### src/rtl/text_flush_scanner.sv
// Raster sequencer: walks flush_x/flush_y over a WIDTH x HEIGHT frame and turns
// each combinational glyph response into one registered VGA plot write.
module text_flush_scanner #(
  parameter int         WIDTH     = 160,
  parameter int         HEIGHT    = 120,
  parameter logic [5:0] BG_COLOUR = 6'b000000
) (
  input  logic       clock,
  input  logic       resetn,
  input  logic       start,
  input  logic       pause,
  output logic [7:0] flush_x,
  output logic [7:0] flush_y,
  input  logic [5:0] glyph_colour,
  input  logic       glyph_enable,
  output logic [7:0] vga_x,
  output logic [7:0] vga_y,
  output logic [5:0] vga_colour,
  output logic       vga_plot,
  output logic       busy,
  output logic       done
);

  typedef enum logic [1:0] {
    S_IDLE = 2'd0,
    S_SCAN = 2'd1,
    S_DONE = 2'd2
  } state_t;

  localparam logic [7:0] X_LAST = 8'(WIDTH - 1);
  localparam logic [7:0] Y_LAST = 8'(HEIGHT - 1);

  state_t     state_r;
  logic       row_end_s;
  logic       frame_end_s;
  logic [5:0] pixel_colour_s;

  // Scan position decode and colour selection for the pixel under the counters
  always_comb begin
    row_end_s   = (flush_x == X_LAST);
    frame_end_s = row_end_s && (flush_y == Y_LAST);
    if (glyph_enable) begin
      pixel_colour_s = glyph_colour;
    end else begin
      pixel_colour_s = BG_COLOUR;
    end
  end

  // Sequencer FSM with all outputs registered
  always_ff @(posedge clock or negedge resetn) begin
    if (!resetn) begin
      state_r    <= S_IDLE;
      flush_x    <= 8'd0;
      flush_y    <= 8'd0;
      vga_x      <= 8'd0;
      vga_y      <= 8'd0;
      vga_colour <= 6'd0;
      vga_plot   <= 1'b0;
      busy       <= 1'b0;
      done       <= 1'b0;
    end else begin
      case (state_r)
        S_IDLE: begin
          vga_plot <= 1'b0;
          done     <= 1'b0;
          if (start) begin
            state_r <= S_SCAN;
            busy    <= 1'b1;
            flush_x <= 8'd0;
            flush_y <= 8'd0;
          end else begin
            state_r <= S_IDLE;
            busy    <= 1'b0;
          end
        end
        S_SCAN: begin
          done <= 1'b0;
          busy <= 1'b1;
          // A paused edge holds everything so the same pixel is written once released
          if (pause) begin
            vga_plot <= 1'b0;
          end else begin
            vga_x      <= flush_x;
            vga_y      <= flush_y;
            vga_colour <= pixel_colour_s;
            vga_plot   <= 1'b1;
            if (frame_end_s) begin
              flush_x <= 8'd0;
              flush_y <= 8'd0;
              state_r <= S_DONE;
            end else if (row_end_s) begin
              flush_x <= 8'd0;
              flush_y <= flush_y + 8'd1;
            end else begin
              flush_x <= flush_x + 8'd1;
            end
          end
        end
        S_DONE: begin
          vga_plot <= 1'b0;
          done     <= 1'b1;
          busy     <= 1'b0;
          state_r  <= S_IDLE;
        end
        default: begin
          state_r  <= S_IDLE;
          vga_plot <= 1'b0;
          busy     <= 1'b0;
          done     <= 1'b0;
        end
      endcase
    end
  end

endmodule

### config.mk
export PLATFORM = sky130hd
export DESIGN_NAME = text_flush_scanner
export DESIGN_NICKNAME = d
export VERILOG_FILES = /design/src/rtl/text_flush_scanner.sv
export SDC_FILE = /design/constraint.sdc
export NUM_CORES = 1
export LEC_CHECK = 0
export CORE_MARGIN = 3
export CORE_UTILIZATION = 45
export DETAILED_ROUTE_END_ITERATION = 8
export GPL_ROUTABILITY_DRIVEN = 0
export PLACE_DENSITY = 0.75
export SYNTH_ARGS = -nofsm -noshare
export SYNTH_HDL_FRONTEND = slang
export SYNTH_SLANG_ARGS = --single-unit
export TNS_END_PERCENT = 5
### constraint.sdc
create_clock -name clock -period 2 [get_ports clock]
set_clock_uncertainty 0.2 [all_clocks]
set_input_delay 0.4 -clock clock [delete_from_list [all_inputs] [get_ports clock]]
set_output_delay 0.4 -clock clock [all_outputs]
set_load 0.02 [all_outputs]
=== After elaboration in Yosys (flattened, before gate mapping) ===
Cells that the tools add are included.

* Add/subtract/negate cells: 2
* Multiply operators: 0
* Divide/modulo/power cells: 0
* Magnitude comparators: 0
* Equality and inequality tests: 8
* Shifts and indexed selects: 0
* Multiplexer cells: 19
* Bitwise logic cells: 1
* Reduce and logical (&&, ||, !) cells: 7

{| class="wikitable"
|+ Operators by type and width
! operator !! number
|-
| 2-to-1 mux 8 bit || 7
|-
| one-hot mux 8 bit (2 select lines) || 2
|-
| adder 8 x 1 -> 8 bit, second input constant || 2
|-
| equality test 8 x 7 -> 1 bit, second input constant || 1
|-
| equality test 8 bit, second input constant || 1
|-
| 2-to-1 mux 6 bit || 1
|-
| inequality test 2 bit, second input constant || 3
|-
| 2-to-1 mux 1 bit || 5
|-
| 2-to-1 mux 2 bit || 2
|-
| one-hot mux 2 bit (2 select lines) || 1
|-
| AND reduction 2 bit || 2
|-
| AND reduction 4 bit || 1
|-
| inequality test 3 bit, second input constant || 1
|-
| AND reduction 3 bit || 1
|-
| equality test 2 x 1 -> 1 bit, second input constant || 1
|-
| equality test 2 bit, second input constant || 1
|-
| logical NOT 2 bit || 1
|-
| one-hot mux 1 bit (2 select lines) || 1
|-
| nonzero test 2 bit || 1
|-
| logical AND 1 bit || 1
|-
| inverter 1 bit || 1
|}

* Bits in registers: 43
* Bits in latches: 0
* Memory bits (writable): 0
* Bits in read-only memories: 0
* Input bits: 11
* Output and inout port bits: 41
* Word-level logic and storage cells: 46
* Memories: 0

=== Depth between registers and ports, before layout ===
* Depth after elaboration: 5
* Mapped depth: 6
* Depth with buffers taken out: 5

=== Worst setup path before layout ===
Ideal clock, no wire load.

* Kind: register to register
* From: register flush_y[0]
* To: register flush_y[4]
* Arrival time: 1.519 ns
* Data required time: 1.665 ns
* Slack: 0.145 ns
* Stages on the path, launching flop included: 6
* Path buffers: 0
* Period minus slack after synthesis: 1.855 ns
* Cell sequence: dfrtp_1 ha_1 and4b_1 nand4_1 a311oi_1 mux2i_1

* Longest elaborated chain between the ends: 5
* Elaborated cells between the ends (all ways): 9
* Classes of those cells: add/sub: 1; eq/ne: 2; mux: 4; reduce/logical: 2

{| class="wikitable"
|+ Ends and longest elaborated chain
! element !! line !! text
|-
| start, declared || 13 || <nowiki>output logic [7:0] flush_y,</nowiki>
|-
| start signal, assigned || 93 || <nowiki>flush_y <= flush_y + 8'd1;</nowiki>
|-
| adder 8 x 1 -> 8 bit or equality test 8 x 7 -> 1 bit (tied branches) || 93, 41 ||
|-
| 2-to-1 mux 8 bit or logical AND 1 bit (tied branches) || 91, 41 ||
|-
| 2-to-1 mux 8 bit || 87 || <nowiki>if (frame_end_s) begin</nowiki>
|-
| 2-to-1 mux 8 bit || 80 || <nowiki>if (pause) begin</nowiki>
|-
| one-hot mux 8 bit (2 select lines) || 62 || <nowiki>case (state_r)</nowiki>
|}

Parallel ways exist; a longest one is shown, timed or not. The select of a mux whose other input is x is not followed.
A chain may end at the register's enable or synchronous reset.

=== Worst setup path after layout ===
* From: register flush_y[2]
* To: output flush_y[2]

No word-level cell between the ends.

==> impl_metrics.toml <==
[run_status]
status = "finished clean"

[setup_path]
crit_path_end_kind = "primary output"
cp_max_fo = 5
critPathArrivalTime_ns = 1.34
critPathTopFamily = "buffers and inverters"
r2r_slack_ns = 0.15
worstSetupPathType = "flop to primary output"
crit_required_ns = 1.40
crit-reg2reg-launch = "flush_x[0]$_DFFE_PN0P_"
rr_worst_depth = 5
max_stage_delay_ns = 0.63
start_kind = "flop"
crit_slowest_cell = "clkdlybuf4s50_1"
path_cells = "clkdlybuf4s50_1"
crit_cells = 1
crit_buf_inv = 1
rr_endpoint = "flush_y[4]$_DFFE_PN0P_"

[power]
pwr_density_cell_nw_per_um2 = 872
leakage_nw = 1.40
seq_power_share = 0.445
p_int_mw = 1.66
switchingPower_mw = 0.812
pwr-share-comb = 0.329
power_mw = 2.47
peakVddDrop_mv = 0.349
netSwitchingFraction = 0.329
p_clk_frac = 0.226

[route]
detail-route-antenna-nets = 0
dr.pass1.iters = 4
drc_errors = 0
drt_wl_total_um = 4850
drtIter0Drc = 96
vias_per_cell = 5.35
detail_route.wl_per_cell_um = 14.2
vias = 1823

[synth]
synth_edf_count = 0
synth_seq_cells = 43
yosysSeqAreaShare = 0.535
synth_nets = 229
synth_largest_area_cell = "dfrtp_1"
syn_avg_cell_area_um2 = 9.31
netlist_top_cells_area = "dfrtp_1 54%, nand2_1 13%, nand3_1 3.5%, o21ai_0 2.7%, nand4_1 2.5%"
async_reset_ff_frac = 1.00
ys_types = 39
netlist.area_leader.share = 0.535
synth_area_um2 = 2010
ys.warnings.count = 0
ys.flop_type = "dfrtp_1"
synth_cells = 216

[clocking]
cts_tree = "yes"
clk_pin_slew_ns = 0.08
cts_root_buffer = "clkbuf_8"
post-cts-setup-buffers = 0
clock_latency_ns = 0.29
clockBufferDepth = 2
clock-sinks = 43
htree_levels = 2
numCtsBuffers = 5

[timing]
maxSlewHeadroom = 0.689
setup_viol = 0
tightest_slew_ns = 0.467
period_share = 0.968
drv_slew = 0
period_needed_ns = 1.94
max_freq_mhz = 517
rsz0062_at_grt = "no"
finalHoldViolations = 0

[floorplan]
die_x_um = 72.8
dieArea_um2 = 5310
row_count = 23
start_util = 0.485
die-height_um = 72.8
pin_count = 52
coreArea_um2 = 4140

[finish]
syn_to_final_growth_pct = 40.9
nets = 304
diodes = 0
drive_gt1_frac = 0.144
instances_no_fill = 341
fill_cells = 343

[hold_path]
min_path_type = "flop to flop"
hold-path-cell-count = 2
hold_path_end = "vga_x[2]$_DFFE_PN0P_"
hp-start = "vga_x[2]$_DFFE_PN0P_"

[placement]
dp_hpwl_um = 3470
dp_cells = 333
io_buffers = 51

[run]
max_cap_viol_count = 0

[grt]
grt_overflow = 0
grt_first_pass_wirelength_um = 8140
grtUsageTotal = 0.197
grt_max_degree = 44
antenna_found_initial = 0
grt_pass1_vias = 1712
## through the flow
step	hold WS, ns	setup slack (ns)	area [µm²]	setup TNS (ns)	utilization
CTS	0.281	0.00537	2820	0	0.680
finish	0.272	0.0648	2830	0	0.684
floorplan	-0.0956	0.145	2010	0	-
detailed placement	0.196	-0.126	2730	-1.06	0.659
global placement	0.192	-0.0480	2730	-0.276	0.659
global route	0.293	0.0113	2830	0	0.684
## synthesized netlist by cell type, types with 2 or more instances
| library cell | n |
|---|---|
| a311oi_1 | 2 |
| and3_1 | 4 |
| buf_2 | 5 |
| buf_6 | 4 |
| clkbuf_1 | 2 |
| dfrtp_1 | 43 |
| ha_1 | 2 |
| inv_1 | 2 |
| mux2i_1 | 3 |
| nand2_1 | 68 |
| nand3_1 | 14 |
| nand4_1 | 8 |
| nor2_1 | 9 |
| nor2b_1 | 2 |
| nor3_1 | 3 |
| nor4_1 | 4 |
| o21ai_0 | 11 |
| o21ai_1 | 5 |
| o31ai_1 | 2 |
| xnor2_1 | 4 |
## layer usage
metal  up-vias  track usage  part of all wire  wire length, µm
met4         0       0.0799             0.023              113
met1       869        0.272              0.47             2280
met3        10       0.0482             0.048              233
met5         -            0                 0                0
met2        53        0.296              0.46             2230
li1        891            -                 -                -
## cell usage in the layout (no fill, tap or decap), types with 2 or more instances in the layout
cell	Yosys	final
nand2_1	68	68
nand3_1	14	14
mux2i_1	3	3
nor2b_1	2	2
inv_1	2	2
buf_4	0	26
and3_1	4	4
nor4_1	4	4
buf_12	0	2
nand4_1	8	8
a311oi_1	2	2
ha_1	2	2
xnor2_1	4	4
dlygate4sd2_1	0	8
clkbuf_8	0	6
dlymetal6s2s_1	0	6
nor2_1	9	9
o31ai_1	2	2
dfrtp_1	43	43
nor3_1	3	3
clkdlybuf4s50_1	0	36
o21ai_1	5	5
o21ai_0	11	11
## cell families after synthesis
family / share of synthesized area
and+or+nand+nor: 0.287
DFF: 0.535
AOI/OAI and AO/OA: 0.0859
buffers and inverters: 0.0467
xor gates and xnor gates: 0.0174
muxes: 0.0149
adders and majority gates: 0.0124
## power groups by stage
stage	clock [mW]	combinational (mW)	sequential, mW
floorplan	0	0.249	1.27
CTS	0.575	0.830	1.10
global placement	0	0.833	1.11
global route	0.613	0.885	1.12
finish	0.560	0.812	1.10
detailed placement	0	0.841	1.12
## sequential cells by signal (all words and copies together), names as in the netlist
signal,count
vga_x,8
state_r,2
flush_y,8
flush_x,8
vga_plot,1
vga_y,8
done,1
busy,1
vga_colour,6
## area by class of cell
class                      instances  area (µm²)  area share
sequential                        43        1080       0.380
multi-input combinational        158         841       0.297
timing repair buffer              80         756       0.267
clock buffer                       6        82.6      0.0291
tap                               50        62.6      0.0221
inverter                           3        11.3     0.00397
clock inverter                     1        5.00     0.00177
## how the worst max path moves through the flow
stage,startpoint,to,slack [ns]
2_1_floorplan,flush_y[0]$_DFFE_PN0P_,flush_y[4]$_DFFE_PN0P_,0.15
3_3_place_gp,pause,flush_y[5]$_DFFE_PN0P_,-0.05
3_5_place_dp,pause,flush_y[5]$_DFFE_PN0P_,-0.13
4_1_cts,flush_y[1]$_DFFE_PN0P_,flush_y[1],0.005
5_1_grt,flush_y[2]$_DFFE_PN0P_,flush_y[2],0.01
6_report,flush_y[2]$_DFFE_PN0P_,flush_y[2],0.06
## timing repair
item / CTS / global route
gates resized for setup: 8 / 6
hold buffers: 1 / 0
setup endpoints to repair: 8 / 6
hold endpoints to repair: 43 / 0
Note: power is estimated with default switching activity, not from simulation.
